--- src/rtl/ext_irq_ctrl.sv ---
// External interrupt front end: synchronises device lines, latches pending bits, and arbitrates by fixed priority.
// Holds a single request towards the core until claim, then blocks new requests until complete.
module ext_irq_ctrl #(
    parameter int                 NUM_SRC   = 4,
    parameter logic [NUM_SRC-1:0] EDGE_MASK = 4'b1111,
    parameter int                 ID_W      = 2
) (
    input  logic               clk,
    input  logic               rst,
    input  logic [NUM_SRC-1:0] irq_src,
    input  logic [NUM_SRC-1:0] irq_en,
    input  logic               claim,
    input  logic               complete,
    output logic               External_Intrpt,
    output logic [ID_W-1:0]    claim_id,
    output logic               busy
);

    typedef enum logic [1:0] {IDLE, REQ, SERVICE} state_t;

    state_t             state, state_nxt;
    logic [NUM_SRC-1:0] s1, s2, s2_d;
    logic [NUM_SRC-1:0] pending;
    logic [NUM_SRC-1:0] rise, clr, sel_vec;
    logic [ID_W-1:0]    lowest_id, id_nxt;
    logic               any_sel, withdrawn;
    logic               ext_nxt, busy_nxt;

    always_ff @(posedge clk) begin
        if (rst) begin
            s1   <= '0;
            s2   <= '0;
            s2_d <= '0;
        end else begin
            s1   <= irq_src;
            s2   <= s1;
            s2_d <= s2;
        end
    end

    assign rise = s2 & ~s2_d;

    always_comb begin
        clr = '0;
        if (state == REQ && claim)
            clr[claim_id] = 1'b1;
    end

    // Edge sources: set beats clear in the same cycle. Level sources simply follow the line.
    always_ff @(posedge clk) begin
        if (rst)
            pending <= '0;
        else
            pending <= (EDGE_MASK & ((pending & ~clr) | rise)) | (~EDGE_MASK & s2);
    end

    assign sel_vec   = pending & irq_en;
    assign any_sel   = |sel_vec;
    assign withdrawn = ~(pending[claim_id] & irq_en[claim_id]);

    always_comb begin
        lowest_id = '0;
        for (int i = NUM_SRC - 1; i >= 0; i--) begin
            if (sel_vec[i])
                lowest_id = ID_W'(i);
        end
    end

    always_comb begin
        state_nxt = state;
        ext_nxt   = External_Intrpt;
        id_nxt    = claim_id;
        busy_nxt  = busy;
        case (state)
            IDLE: begin
                if (any_sel) begin
                    state_nxt = REQ;
                    ext_nxt   = 1'b1;
                    id_nxt    = lowest_id;
                end
            end
            REQ: begin
                if (claim) begin
                    state_nxt = SERVICE;
                    ext_nxt   = 1'b0;
                    busy_nxt  = 1'b1;
                end else if (withdrawn) begin
                    state_nxt = IDLE;
                    ext_nxt   = 1'b0;
                end
            end
            SERVICE: begin
                if (complete) begin
                    state_nxt = IDLE;
                    busy_nxt  = 1'b0;
                end
            end
            default: begin
                state_nxt = IDLE;
                ext_nxt   = 1'b0;
                busy_nxt  = 1'b0;
            end
        endcase
    end

    always_ff @(posedge clk) begin
        if (rst) begin
            state           <= IDLE;
            External_Intrpt <= 1'b0;
            claim_id        <= '0;
            busy            <= 1'b0;
        end else begin
            state           <= state_nxt;
            External_Intrpt <= ext_nxt;
            claim_id        <= id_nxt;
            busy            <= busy_nxt;
        end
    end

endmodule

--- config.mk ---
export PLATFORM = sky130hd
export DESIGN_NAME = ext_irq_ctrl
export DESIGN_NICKNAME = d
export VERILOG_FILES = /design/src/rtl/ext_irq_ctrl.sv
export SDC_FILE = /design/constraint.sdc
export NUM_CORES = 1
export LEC_CHECK = 0
export ABC_AREA = 1
export BUFFER_PORTS_ARGS = -buffer_cell sky130_fd_sc_hd__buf_2
export CORE_MARGIN = 1
export CORE_UTILIZATION = 30
export CTS_BUF_LIST = sky130_fd_sc_hd__clkbuf_16
export DETAILED_ROUTE_END_ITERATION = 10
export PLACE_DENSITY = 0.51
export SLEW_MARGIN = 0
export SYNTH_ARGS = -nofsm -noshare
export SYNTH_HDL_FRONTEND = slang
export SYNTH_SLANG_ARGS = --single-unit
--- constraint.sdc ---
create_clock -name clk -period 1.1 [get_ports clk]
set_input_delay 0.055 -clock clk [delete_from_list [all_inputs] [get_ports clk]]
set_output_delay 0.055 -clock clk [all_outputs]
set_load 0.005 [all_outputs]
==> run metrics <==
CTS sink count 22; Root Driver clkbuf_16; Rows 19; setup violators final 1; sequential share of the synthesized area 0.504; io pins 16; RR Endpoint claim_id[0]; net count after synthesis 125; outcome finished with violations; Post-CTS Setup Bufs 0; worst-margin pin slew 0.244 ns; Hold Path Depth 3; pin count of the biggest net entering global routing 14; post-synthesis cell count 113; fmax 0.905 GHz; R2R Setup Slk -0.005 ns; DP HPWL between 1000 and 1500 um; largest fanout on the critical path 4; DR vias 771; switching share of power 0.205; GRT Util Overall 0.119; library cells used by synthesis 21; Slew HR 0.837; post-detailed-route count of antenna-violating nets 0; Hold WC Path Type input port to register; critical path capture point type register; CP max stage delay 0.32 ns; Pint between 0.0015 and 0.002 W; reg2reg start pending[0]; failing checks negative hold slack, negative setup slack; Post-Syn Area 875 um^2; period utilization 1.00; Final nets 150; Avg WL per Cell 10.4 um; critical path's top delay family compound AO/OA/AOI/OAI gates; final hold vios 2; FF/Latch Area roughly 450 um^2; global-route wire length before repair just under 3000 um; Multi-input gate area 357 um^2; Flop pwr share 0.415; Layout area overhead 33.0%; worst hold path startpoint irq_src[3]; yosys warns 0; Slowest-stage cell, CP dfxtp_1; Final GP Congestion ~0.80; Reg clk slew, reported paths 0.06 ns; filler instances 287; post-place setup slack -0.0216 ns; CP startpoint kind register; Max Slew Vio Count 0; DRC viols 0; die width 56.0 um; drt pass-1 iters 4; kind of critical path register to register; Yosys top cell by area dfxtp_1; max cap viols 0; synth cell count leaders nand2_1, dfxtp_1, inv_1; WP buf/inv 0; Pleak 0.570 nW; dpl cell area 1020 um^2; initial drt markers 16; TritonCTS Buffers 3; unrepaired setup endpoints after global routing yes; Routed WL 1750 um; ANT cells 0; WP depth 5; peak supply drop around 1.2 mV; Die Y ~56 um; syn avg cell area 7.74 um^2; most common cell in the netlist nand2_1; setup ws final -0.00515 ns; post-layout min period roughly 1.1 ns; latest clock arrival within the worst-skew pair about 0.25 ns; asr flop ratio synth 0; worst path required time 1.25 ns; CP cell instances nand2_1, o21ai_4, o21ai_2, nand3b_1, a21oi_1; Via density around 4.6; Synth Register Bits 22; logic gate share of total power 0.098; Worst R2R Path Depth 5; grt total ovfl 0; Synth area leaders dfxtp_1, nand2_1, inv_1; CORE AREA roughly 2800 um^2; Main synth FF type dfxtp_1; setup TNS -0.00515 ns; clk_skew 0.00154 ns; initial antenna violation count 0; top cell type's share of synthesized area 0.504; Fin Hold WS -0.000928 ns; switching power 0.000425 W; clock buffer depth 2; Post-synth EDFFs 0; CTS tree built; clock group share of total power 0.487; Port Buffers 15; WP data arrival roughly 1.3 ns; Hold EP s1[3]; H-tree depth 1; vias in the first global route 675; PD cells between 1500 and 2000 nW/um^2; post-route cell area 1160 um^2; layout cells sized above 1 0.299; Starting Density 0.317; die area 3140 um^2
per-layer routing:
metal	wire, um	vias up	GRT usage
met3	81	3	0.0302
li1	-	401	-
met5	0	-	0
met4	20	0	0.0314
met1	848	354	0.158
met2	804	13	0.194
worst max-delay path by stage:
stage               slack, ns        start               to
floorplan                0.08  claim_id[0]  External_Intrpt
global placement       -0.008     state[0]  External_Intrpt
detailed placement      -0.02  claim_id[0]  External_Intrpt
global route            -0.08   pending[0]      claim_id[0]
finish                 -0.005   pending[0]      claim_id[0]
CTS                    -0.002     state[1]  External_Intrpt
cells by family after synthesis:
kind of cell,Yosys count,synth area share
buffers and inverters,22,0.112
flip-flops,22,0.504
AO/OA/AOI/OAI,19,0.142
AND/OR/NAND/NOR,50,0.243
area by class of cell:
cell class	count	share of cell area
well taps	31	0.0333
repair buffers	23	0.122
multi-input cells	69	0.306
clock buffers	3	0.0645
clock inverters	1	0.0258
flip-flops and latches	22	0.383
inverters	19	0.0656
power by group through the flow:
| stage | combinational, W | clock [W] | sequential (W) |
|---|---|---|---|
| detailed placement | 0.000191 | 0 | 0.000879 |
| finish | 0.000203 | 0.00101 | 0.000864 |
| floorplan | 0.000115 | 0 | 0.000876 |
| global route | 0.000226 | 0.00106 | 0.000867 |
| global placement | 0.000189 | 0 | 0.000878 |
| CTS | 0.000200 | 0.00103 | 0.000863 |
timing repair:
| item | in CTS | in global routing |
|---|---|---|
| hold endpoints to repair | 1 | 0 |
| pin swaps | 5 | 1 |
| setup endpoints to repair | 5 | 3 |
| hold buffers | 1 | 0 |
| gates resized for setup | 7 | 3 |
layout by cell type (no fill, tap or decap):
cell,synthesis,routed
buf_6,1,1
dlygate4sd3_1,0,1
o21ai_0,2,2
buf_2,2,15
dfxtp_2,0,4
nor3_1,1,1
dfxtp_1,22,18
a21oi_2,1,1
bufinv_16,0,1
a21oi_1,6,6
nor2_4,1,1
clkbuf_16,0,3
inv_6,1,1
nand3_1,3,1
a211oi_1,1,1
nand3_2,1,3
o21ai_4,0,1
nand3b_1,1,1
o32ai_1,1,1
inv_2,0,1
nor2_2,0,1
nor2_1,12,11
inv_1,18,17
o21ai_2,2,1
buf_4,0,6
o22ai_1,3,3
nand2_2,1,1
nand2_1,30,30
o31ai_1,3,3
stage by stage:
stage	power [W]	cells	utilization
after floorplan	0.000991	113	-
after global placement	0.00107	163	0.370
after detailed placement	0.00107	163	0.370
after CTS	0.00210	168	0.419
after global routing	0.00216	168	0.422
final	0.00208	168	0.422
tightest hold or removal path, cell delays in order:
cell,delay [ns]
buf_2,0.07
inv_1,0.03
nor2_1,0.06
flip-flops by register name (all words and copies together) (netlist names):
name	flops
pending	4
state	2
External_Intrpt	1
s1	4
busy	1
claim_id	2
s2	4
s2_d	4
Note: power is estimated with default switching activity, not from simulation.
